[src/rtl/soda_payout_driver.sv]
// Actuator sequencer for the vending dispense interface: product gate, then dimes, then nickel.
// Each actuation is a fixed pulse followed by an acknowledge wait with timeout into a sticky fault.
module soda_payout_driver #(
    parameter int unsigned PULSE_CYC   = 4,
    parameter int unsigned TIMEOUT_CYC = 16
) (
    input  logic clk,
    input  logic rst,
    input  logic dis,
    input  logic oN,
    input  logic oD,
    input  logic o2D,
    input  logic vend_ack,
    input  logic dime_ack,
    input  logic nick_ack,
    output logic vend_fire,
    output logic dime_fire,
    output logic nick_fire,
    output logic busy,
    output logic done,
    output logic overrun,
    output logic fault
);

    localparam int unsigned PW = $clog2(PULSE_CYC + 1);
    localparam int unsigned TW = $clog2(TIMEOUT_CYC + 1);
    localparam logic [PW-1:0] PULSE_LAST   = PW'(PULSE_CYC - 1);
    localparam logic [TW-1:0] TIMEOUT_LAST = TW'(TIMEOUT_CYC - 1);

    typedef enum logic [2:0] {
        IDLE, VEND_FIRE, VEND_WAIT, DIME_FIRE, DIME_WAIT, NICK_FIRE, NICK_WAIT, FAULT
    } state_t;

    state_t        state, state_n;
    logic [PW-1:0] pcnt, pcnt_n;
    logic [TW-1:0] tcnt, tcnt_n;
    logic          vend_pend, vend_n;
    logic [1:0]    dime_cnt, dime_n;
    logic          nick_cnt, nick_n;
    logic          req, done_n, overrun_n;

    function automatic state_t pick(input logic v, input logic [1:0] d, input logic n);
        if (v)            return VEND_FIRE;
        else if (d != '0) return DIME_FIRE;
        else if (n)       return NICK_FIRE;
        else              return IDLE;
    endfunction

    assign req = dis | oN | oD | o2D;

    always_comb begin
        state_n   = state;
        pcnt_n    = pcnt;
        tcnt_n    = tcnt;
        vend_n    = vend_pend;
        dime_n    = dime_cnt;
        nick_n    = nick_cnt;
        overrun_n = req && (state != IDLE);
        unique case (state)
            IDLE: if (req) begin
                vend_n  = dis;
                dime_n  = {o2D, 1'b0} + {1'b0, oD};
                nick_n  = oN;
                state_n = pick(dis, {o2D, 1'b0} + {1'b0, oD}, oN);
            end
            VEND_FIRE, DIME_FIRE, NICK_FIRE: begin
                if (pcnt == PULSE_LAST) begin
                    case (state)
                        VEND_FIRE: state_n = VEND_WAIT;
                        DIME_FIRE: state_n = DIME_WAIT;
                        default:   state_n = NICK_WAIT;
                    endcase
                end else begin
                    pcnt_n = pcnt + PW'(1);
                end
            end
            VEND_WAIT, DIME_WAIT, NICK_WAIT: begin
                // An acknowledge on the expiry edge still counts as success.
                if (state == VEND_WAIT && vend_ack) begin
                    vend_n  = 1'b0;
                    state_n = pick(1'b0, dime_cnt, nick_cnt);
                end else if (state == DIME_WAIT && dime_ack) begin
                    dime_n  = dime_cnt - 2'd1;
                    state_n = pick(1'b0, dime_cnt - 2'd1, nick_cnt);
                end else if (state == NICK_WAIT && nick_ack) begin
                    nick_n  = 1'b0;
                    state_n = IDLE;
                end else if (tcnt == TIMEOUT_LAST) begin
                    state_n = FAULT;
                end else begin
                    tcnt_n = tcnt + TW'(1);
                end
            end
            FAULT: state_n = FAULT;
            default: state_n = IDLE;
        endcase
        if (state_n != state) begin
            pcnt_n = '0;
            tcnt_n = '0;
        end
        done_n = (state != IDLE) && (state_n == IDLE);
    end

    always_ff @(posedge clk or posedge rst) begin
        if (rst) begin
            state     <= IDLE;
            pcnt      <= '0;
            tcnt      <= '0;
            vend_pend <= 1'b0;
            dime_cnt  <= '0;
            nick_cnt  <= 1'b0;
            vend_fire <= 1'b0;
            dime_fire <= 1'b0;
            nick_fire <= 1'b0;
            busy      <= 1'b0;
            done      <= 1'b0;
            overrun   <= 1'b0;
            fault     <= 1'b0;
        end else begin
            state     <= state_n;
            pcnt      <= pcnt_n;
            tcnt      <= tcnt_n;
            vend_pend <= vend_n;
            dime_cnt  <= dime_n;
            nick_cnt  <= nick_n;
            vend_fire <= (state_n == VEND_FIRE);
            dime_fire <= (state_n == DIME_FIRE);
            nick_fire <= (state_n == NICK_FIRE);
            busy      <= (state_n != IDLE);
            done      <= done_n;
            overrun   <= overrun_n;
            fault     <= (state_n == FAULT);
        end
    end

endmodule
[config.mk]
export PLATFORM = sky130hd
export DESIGN_NAME = soda_payout_driver
export DESIGN_NICKNAME = d
export VERILOG_FILES = /design/src/rtl/soda_payout_driver.sv
export SDC_FILE = /design/constraint.sdc
export NUM_CORES = 1
export LEC_CHECK = 0
export CORE_AREA = 2 2 53 55
export CTS_CLUSTER_DIAMETER = 30
export CTS_CLUSTER_SIZE = 20
export DETAILED_ROUTE_END_ITERATION = 10
export DIE_AREA = 0 0 55 57
export PLACE_DENSITY = 0.76
export SLEW_MARGIN = 20
export SYNTH_ARGS = -nofsm -noshare
export SYNTH_HDL_FRONTEND = slang
export SYNTH_SLANG_ARGS = --single-unit
[constraint.sdc]
create_clock -name clk -period 2.85 [get_ports clk]
set_input_delay 0.57 -clock clk [delete_from_list [all_inputs] [get_ports clk]]
set_output_delay 0.57 -clock clk [all_outputs]
set_load 0.01 [all_outputs]
# [After elaboration in Yosys (flattened, before gate mapping)]
# Index checks and enable logic that the tools add are counted.
# Widths: inputs -> output; s select.
[word_totals] in_bits=9 reg_bits=21 elab_cells=96
[classes] n_reduce_logical=21 bitwise=3 muxes=32 n_eq_ne=24 add_sub_neg=4
[op_table] operator="$mux 3" n=15
[op_table] operator="$mux 5" n=6
[op_table] operator="$eq 3x3->1 const B" n=6
[op_table] operator="$eq 3x2->1 const B" n=4
[op_table] operator="$pmux 3 s4" n=1
[op_table] operator="$reduce_bool 2->1" n=6
[op_table] operator="$ne 2x1->1 const B" n=5
[op_table] operator="$ne 2x2->1 const B" n=5
[op_table] operator="$reduce_and 5->1" n=2
[op_table] operator="$eq 3x1->1 const B" n=2
[op_table] operator="$logic_not 3->1" n=2
[op_table] operator="$mux 2" n=3
[op_table] operator="$pmux 3 s2" n=1
[op_table] operator="$reduce_bool 3->1" n=2
[op_table] operator="$reduce_or 3->1" n=2
[op_table] operator="$add 5x1->5 const B" n=1
[op_table] operator="$eq 5x4->1 const B" n=1
[op_table] operator="$logic_and 1x1->1" n=5
[op_table] operator="$mux 1" n=4
[op_table] operator="$pmux 2 s2" n=1
[op_table] operator="$reduce_and 4->1" n=1
[op_table] operator="$add 3x1->3 const B" n=1
[op_table] operator="$ne 3x3->1" n=1
[op_table] operator="$or 1x1->1" n=3
[op_table] operator="4 further kinds" n=4

# [Logic depth before layout (Yosys ltp)]
[logic_depth] depth_word=9 mapped_depth=9 depth_no_buf=9

# [Worst setup path before layout]
# No wires, ideal clock.
[synth_path] path_kind="register -> register" start="reg tcnt[0]" end="reg busy" arrival_ns=2.152 setup_time_ns=0.131 stages_incl_launch_ff=9 path_slack_ns=0.567 required_time_ns=2.719 path_buffers=0 cell_sequence="dfrtp_1 -> ha_1 -> and3_1 -> ha_1 -> a21oi_1 -> a2bb2oi_1 -> nor2_1 -> o311a_4 -> or3_1"
[synth_between] elab_chain_len=7
[synth_lines] item="from (decl)" line_no="36" text="logic [TW-1:0] tcnt, tcnt_n;"
[synth_lines] item="from (signal assigned)" line_no="122" text="tcnt <= tcnt_n;"
[synth_lines] item="$eq 5x4->1" line_no="88" text="end else if (tcnt == TIMEOUT_LAST) begin"
[synth_lines] item="$mux 3" line_no="88"
[synth_lines] item="$mux 3" line_no="85" text="end else if (state == NICK_WAIT && nick_ack) begin"
[synth_lines] item="$mux 3" line_no="82" text="end else if (state == DIME_WAIT && dime_ack) begin"
[synth_lines] item="$mux 3" line_no="79" text="if (state == VEND_WAIT && vend_ack) begin"
[synth_lines] item="$pmux 3 s4" line_no="59" text="unique case (state)"
[synth_lines] item="named net state_n[0]" line_no="34" text="state_t state, state_n;"
[synth_lines] item="$reduce_bool 3->1" line_no="129" text="busy <= (state_n != IDLE);"
[synth_lines] item="to (signal assigned)" line_no="129"
[synth_lines] item="to (decl)" line_no="19" text="output logic busy,"
# The timed path passes the listed nets, and every way through them passes these cells.
# A chain may end at the register's enable or synchronous reset.

# [Final worst setup path]
# Ends and elaborated chain as after synthesis.

==> flow_summary_export.csv <==
group,metric,value,unit
cts,path_clk_slew,0.12,ns
worst_setup_path,crit_arrival,2.68,ns
cts,cts_resized,0,
finish,syn_to_final_growth,13.4,%
finish,layout_common_cells,"21 x dfrtp_1, 17 x nor2_1, 16 x nand2_1",
die,die_h,57,µm
finish,register_area,526,µm²
global_routing,grt_max_degree,22,
die,dieArea,3140,µm²
global_routing,grt_use_total,0.203,
power_and_ir_drop,p_leak,0.000631,µW
global_routing,grt_overflow,0,
finish,final-instance-count-excl-fill,188,
die,core_area,2620,µm²
detailed_routing,drt-initial-drc-count,44,
cts,cts_inserted_buffers,3,
timing,post-route-min-period,2.47,ns
timing,setup_viol,0,
cts,insertion_delay,0.31,ns
logic_synthesis,netlist_area,1350,µm²
detailed_routing,drt_first_pass_iters,5,
detailed_routing,drt_drc_violations_left,0,
placement,dpl.cell_count,184,
placement,portBuffers,15,
cts,clock_path_buffers,2,
cts,postCtsHoldBufs,0,
timing,fmax,0.405,GHz
timing,hold_viol_final,0,
worst_setup_path,crit_fanout,6,
global_routing,antenna_found_initial,0,
logic_synthesis,avgSynthCellArea,9.41,µm²
power_and_ir_drop,vdd_drop_max,0.616,mV
timing,relSlewSlack,0.489,
die,die_w,55,µm
cts,clock_sinks,21,
min_path,hold_path.class,"flip-flop to flip-flop",
cts,tritoncts,"built",
logic_synthesis,synth_edf_count,0,
logic_synthesis,yosysWarnings,0,
cts,postCtsSetupBuffers,0,
detailed_routing,routedWlPerCell,15.1,µm
timing,rsz0062_at_grt,"false",
timing,timing.final.max_slew_violations,0,
detailed_routing,ant_nets,0,
cts,htree_levels,1,
run_status,status,"complete, no violations",
global_routing,grt_pass1_wl,4.75,mm
timing,finalClockSkew,0.0113,ns
logic_synthesis,async_flop_share,1.00,
power_and_ir_drop,p_per_area,912,nW/µm²
detailed_routing,routed_wl,2.83,mm
placement,gp_congestion,0.906,
logic_synthesis,netlist_instances,143,
die,rows,19,
worst_setup_path,start_kind,"flip-flop",
finish,nets,173,
finish,multi_input_area,748,µm²
timing,tns,0,ns
placement,dp_hpwl,2.14,mm
logic_synthesis,ys_seq_elements,21,
flow_run,cap_viol_max_count,0,
logic_synthesis,yosysSeqAreaShare,0.390,
die,start_util,0.515,
detailed_routing,vias,1140,
global_routing,first_global_vias,1058,
logic_synthesis,synthFlopType,"dfrtp_1",
timing,worst_pin_slew,0.766,ns
cts,cts_root_buf,"clkbuf_4",
die,top_level_ports,16,
logic_synthesis,syn_nets,158,
worst_setup_path,worstSetupEndpointType,"flip-flop",
detailed_routing,routed_via_density,6.06,
worst_setup_path,cp.required,3.06,ns
finish,n_antenna_cell,0,
finish,final_common_cell,"dfrtp_1",
worst_setup_path,timing_worst_setup_path_type,"flip-flop to flip-flop",
timing,finalCritPeriodShare,0.867,
logic_synthesis,ys_types,46,
finish,layout-drive-gt1-share,0.115,
finish,nFillCells,254,
## state kept, by name (all words and copies together) (netlist names)
name / cells
busy: 1
done: 1
pcnt: 3
nick_fire: 1
state: 3
overrun: 1
vend_fire: 1
dime_fire: 1
nick_cnt: 1
dime_cnt: 2
fault: 1
tcnt: 5
## report_power, final
part / internal [µW] / switching (µW)
combinational: 310 / 410
sequential: 390 / 137
clock: 52.4 / 93.0
## Yosys cell counts (all sizes together) (3+ instances only)
cell | count | area, µm²
dfrtp | 21 | 526
nand2 | 17 | 66.3
nor2 | 17 | 63.8
a21oi | 11 | 55.1
nor4 | 10 | 83.8
inv | 9 | 36.3
ha | 6 | 75.1
o21ai | 5 | 25.0
buf | 4 | 32.5
a31oi | 3 | 18.8
mux2i | 3 | 30.0
nor3 | 3 | 15.0
or3 | 3 | 23.8
xor2 | 3 | 26.3
## stage by stage
stage / setup WS (ns) / utilization / instance area (µm²) / hold slack, ns / total power (µW)
after global routing: 0.165 / 0.584 / 1530 / 0.558 / 1500
after CTS: 0.388 / 0.584 / 1530 / 0.513 / 1390
final: 0.379 / 0.584 / 1530 / 0.517 / 1390
after detailed placement: 0.232 / 0.573 / 1500 / 0.488 / 1240
after global placement: 0.266 / 0.573 / 1500 / 0.469 / 1220
after floorplan: 0.567 / - / 1350 / 0.450 / 1060
## final cells by class
class,count,area share
clock inverter,1,0.00328
tap,31,0.0254
sequential,21,0.344
inverter,9,0.0238
clock buffer,3,0.0148
multi-input combinational,108,0.490
timing repair buffer,15,0.0984
## cells by family (layout without fill, tap and decap cells)
kind of cell,Yosys count,count (layout),share of synthesized area
AO/OA/AOI/OAI,36,36,0.211
flip-flops,21,21,0.390
multiplexers,3,3,0.0223
buffers and inverters,14,28,0.0539
XOR/XNOR,5,5,0.0381
adder cells (fa/ha/maj),6,6,0.0558
AND/OR/NAND/NOR,58,58,0.229
## critical path, stage by stage, from the launching register on
cell and delay (ns):
dfrtp_1 0.42, ha_1 0.22, and3_1 0.19, ha_1 0.27, a21oi_1 0.15, a2bb2oi_1 0.28
nor2_1 0.11, o311a_4 0.39, or3_1 0.34
## layer usage
layer	vias up	share of wire	GRT usage
met5	-	0	0
met4	0	0.0042	0.0314
met3	2	0.041	0.0314
met2	32	0.50	0.337
met1	555	0.45	0.286
li1	551	-	-
## path summary, 6_finish.rpt
path | cells after the start | from | to | slack (ns)
min | 2 | dime_cnt[1] | dime_cnt[1] | 0.52
max reg2reg | 8 | tcnt[0] | busy | 0.38
max | 8 | tcnt[0] | busy | 0.38
min in group asynchronous | 2 | rst | tcnt[3] | 0.68
min reg2reg | 2 | dime_cnt[1] | dime_cnt[1] | 0.52
max in group asynchronous | 2 | rst | dime_cnt[0] | 1.69
Power figures use the tool's default switching activity.
==> variant 1 (config.mk and constraints unchanged) <==
`TIMEOUT_CYC`: 16 -> 32.
--- a/src/rtl/soda_payout_driver.sv
+++ b/src/rtl/soda_payout_driver.sv
@@ -3,5 +3,5 @@
 module soda_payout_driver #(
     parameter int unsigned PULSE_CYC   = 4,
-    parameter int unsigned TIMEOUT_CYC = 16
+    parameter int unsigned TIMEOUT_CYC = 32
 ) (
     input  logic clk,
Formal check against the unedited RTL: no difference found for any inputs over 10 cycles, from zero or initial values and one cycle with rst high; that may be too few to reach the edited logic, so the function may still have changed.
==> variant 1 against the unedited design <==
- power fell by 2.3%
- largest cell class unchanged
- wire length rose by 4.8%
- worst setup slack improved by 0.18 ns
- design area rose by 5.0%
- synthesized area rose by 4.6%
- sequential cell count rose by 1
- sequential share of layout area fell by 0.078 points
- synthesized cell count rose by 4.2%
==> variant 1: results (changes against the unedited design) <==
synth_cell_types: 47  # +2.2%
placed_cell_area_um2: 1580  # +5.4%
pre_cts_slack_ns: 0.2855  # +0.05333 ns
crit_end: "tcnt[4]"
drt_iter0_markers: 47  # +6.8%
status: "completed"
r2r_setup_slack_ns: 0.56  # +0.18 ns
slowest_delay_ns: 0.78  # +0.36 ns
reg2reg_depth: 4  # -4
grtUsageTotal_pct: 22.01  # +1.7 points
grt_first_pass_wirelength_um: 5161  # +8.6%
cts_root_buffer: "clkbuf_4"
skew_ns: 0.002274  # -0.009038 ns
fill_cells: 228  # -10%
firstDrtPassIters: 4  # -1
synth_adder_area_share_pct: 4.444  # -1.1 points
syn_inst: 149  # +4.2%
antennaDiodeCount: 0  # unchanged
arrival_ns: 2.48  # -0.20 ns
dr_wl_met2_um: 1393  # -2.2%
dp_cells: 192  # +4.3%
hpwl_um: 2247  # +4.9%
num-nets-final: 180  # +4.0%
path_max_fanout: 23  # +17
grt_max_degree: 24  # +9.1%
ir_drop_mv: 0.6779  # +10%
gp_congestion: 0.9371  # +3.4%
drt-met1-wl_um: 1361  # +6.3%
total_leakage_power_nw: 0.6654  # +5.4%
grtUsageMet2_pct: 31.46  # -2.2 points
cts.clk_slew.worst_paths_ns: 0.11
instances_no_fill: 195  # +3.7%
grt_use_met1_pct: 32.12  # +3.5 points
r2r_start: "state[2]"
ys_top_cells_by_area: "dfrtp_1, ha_1, nor3_1, inv_1, o21ai_0"
syn-num-nets: 163  # +3.2%
min_path_cells: 1  # -1
use_met3_pct: 3.927  # +0.79 points
yosys-top-cells-count: "dfrtp_1, inv_1, nor3_1, nand2_1, nor2_1"
fmax_mhz: 437.3  # +8.0%
synth-compound-area-share_pct: 20.44  # -0.65 points
reg.largest.list: "tcnt x6, pcnt x3, state x3"
whs_ns: 0.5271  # +0.01005 ns
path_delay_family: "flip-flops"
seq_area_frac_synth_pct: 39.11  # +0.078 points
synth_mux_area_share_pct: 3.022  # +0.79 points
htree_num_levels: 1  # unchanged
drive_gt1_share_pct: 10.98  # -0.49 points
wl_um: 2968  # +4.8%
wl_met3_um: 142  # +23%
route.vias.total: 1191  # +4.5%
synth_xor_area_share_pct: 3.111  # -0.70 points
relSlewSlack_pct: 44.07  # -4.8 points
variant 1: changes by cell type in the layout (fill, tap and decap cells not counted), sizes merged, moves of 4 or more:
cell,unedited run,this run
nand3,2,6
o21ai,5,9
nor2,17,10
nor3,3,14
nand2,17,11
a21oi,11,6
inv,9,13
nor4,10,2
variant 1: where the power goes:
part / internal [mW] / switching [mW] / leakage, nW / total [mW]
Combinational: 0.310 / 0.402 / 0.371 / 0.711
Clock: 0.0493 / 0.0870 / 0.0138 / 0.136
Sequential: 0.405 / 0.107 / 0.280 / 0.512
Total: 0.764 / 0.596 / 0.665 / 1.36
variant 1: layout make-up:
| class | instances | area [um^2] | share of cell area, % |
|---|---|---|---|
| clock buffers | 3 | 22.52 | 1.405 |
| inverters | 13 | 48.80 | 3.044 |
| multi-input cells | 109 | 777.0 | 48.48 |
| flip-flops and latches | 22 | 550.5 | 34.35 |
| well taps | 31 | 38.79 | 2.420 |
| repair buffers | 17 | 165.2 | 10.30 |
==> variant 2 (same flow settings) <==
Without the edit above. Register the output `fault` once more, cleared by the reset; this adds one clock of latency there. The other outputs are not delayed to match.
--- a/src/rtl/soda_payout_driver.sv
+++ b/src/rtl/soda_payout_driver.sv
@@ -31,4 +31,6 @@
         IDLE, VEND_FIRE, VEND_WAIT, DIME_FIRE, DIME_WAIT, NICK_FIRE, NICK_WAIT, FAULT
     } state_t;
+
+    logic fault_s0;
 
     state_t        state, state_n;
@@ -116,5 +118,5 @@
             done      <= 1'b0;
             overrun   <= 1'b0;
-            fault     <= 1'b0;
+            fault_s0  <= 1'b0;
         end else begin
             state     <= state_n;
@@ -130,5 +132,13 @@
             done      <= done_n;
             overrun   <= overrun_n;
-            fault     <= (state_n == FAULT);
+            fault_s0  <= (state_n == FAULT);
+        end
+    end
+
+    always_ff @(posedge clk or posedge rst) begin
+        if (rst) begin
+            fault <= '0;
+        end else begin
+            fault <= fault_s0;
         end
     end
Function: no difference found for any inputs over 10 cycles, from zero or initial values and one cycle with rst high; that may be too few to reach the edited logic, so the function may still have changed.
==> variant 2 against the unedited design <==
- first-iteration DRC count shrank 43%
- count of clock-buffer cells in the layout is the same
- combinational power grew 5.8%
- power grew 1.5%
- utilization grew 4.2 points
- sequential share of layout area shrank 0.79 points
- worst setup slack lost 0.15 ns
- largest power group unchanged
- synthesized area grew 6.3%
- fmax shrank 5.7%
- design area grew 7.2%
- sequential cell count grew 1
- wire length shrank 0.95%
- clock skew shrank 0.0065 ns
- via count shrank 1.4%
==> variant 2: results (changes against the unedited design) <==
status: "completed"
grt_pass1_vias: 1110  # +4.9%
total_leakage_power_nw: 0.7095  # +12%
num-nets-final: 175  # +1.2%
wl_per_cell_um: 14.85  # -1.5%
worst_pin_slew_ns: 0.8141  # +0.04845 ns
hp-start: "fault_s0"
drt_iter0_markers: 25  # -43%
r2r_start: "tcnt[0]"
clk_latency_ns: 0.30
gp_congestion: 0.8175  # -9.8%
min_path_cells: 0  # -2
path_max_fanout: 8  # +2
instances_no_fill: 189  # +0.53%
syn-num-nets: 157  # -0.63%
placed_cell_area_um2: 1614  # +7.7%
skew_ns: 0.004815  # -0.006497 ns
hpwl_um: 2154  # +0.60%
routed_via_density: 5.947  # -1.9%
seq_area_frac_synth_pct: 38.46  # -0.57 points
arrival_ns: 2.82  # +0.14 ns
synth_cell_types: 54  # +17%
ys_top_cells_by_area: "dfrtp_1, ha_1, mux2i_1, nor4_2, o21ai_0"
cts_repair_resize_count: 0  # unchanged
ir_drop_mv: 0.7579  # +23%
portBuffers: 15  # unchanged
grtUsageTotal_pct: 21.43  # +1.1 points
drive_gt1_share_pct: 15.19  # +3.7 points
fill_cells: 227  # -11%
reg.largest.list: "tcnt x5, pcnt x3, state x3"
yosys-top-cells-count: "dfrtp_1, nand2_1, inv_1, nor2_1, o21ai_0"
grt_max_degree: 23  # +4.5%
pre_cts_slack_ns: 0.1561  # -0.07608 ns
syn_inst: 142  # -0.70%
-- variant 2: cell count changes in the layout (fill, tap and decap cells not counted), sizes merged, moves of 3 or more --
cell	delta
nor2	-8
a21oi	-7
nand2	-7
and3b	+5
o21ai	+5
buf	+4
a31oi	-3
mux2	+3
nor3	+3
nor3b	+3
-- variant 2: worst paths after layout --
| kind | slack (ns) | to |
|---|---|---|
| setup / recovery | 0.23 | tcnt[4] |
| hold / removal | 0.37 | fault |
| setup reg to reg | 0.23 | tcnt[4] |
| hold reg to reg | 0.37 | fault |
| max in group asynchronous | 1.63 | nick_cnt |
| min in group asynchronous | 0.72 | done |
-- variant 2: metal layers --
layer | track usage, % | up-vias | share of wire (%)
li1 | - | 551 | -
met1 | 28.84 | 537 | 45
met2 | 33.16 | 27 | 48
met3 | 4.712 | 9 | 5.0
met4 | 8.711 | 0 | 2.1
met5 | 0 | - | 0
-- variant 2: kinds of logic after synthesis --
group / count (synthesis) / share of synthesized area, %
AND/OR/NAND/NOR: 56 / 25.52
AO/OA/AOI/OAI: 31 / 15.91
flip-flops: 22 / 38.46
buffers and inverters: 14 / 4.633
multiplexers: 8 / 5.857
adder cells (fa/ha/maj): 6 / 5.245
XOR/XNOR: 5 / 4.371
-- variant 2: where the power goes --
| part | leakage (nW) | internal, mW | switching (mW) |
|---|---|---|---|
| sequential | 0.276 | 0.404 | 0.109 |
| clock | 0.0138 | 0.0493 | 0.0878 |
| combinational | 0.420 | 0.355 | 0.407 |
-- variant 2: layout make-up --
class / instances / area [um^2] / area share (%)
Multi-Input combinational cell: 106 / 814.5 / 49.77
Tap cell: 31 / 38.79 / 2.370
Clock buffer: 3 / 22.52 / 1.376
Inverter: 8 / 30.03 / 1.835
Sequential cell: 22 / 550.5 / 33.64
Timing Repair Buffer: 19 / 180.2 / 11.01
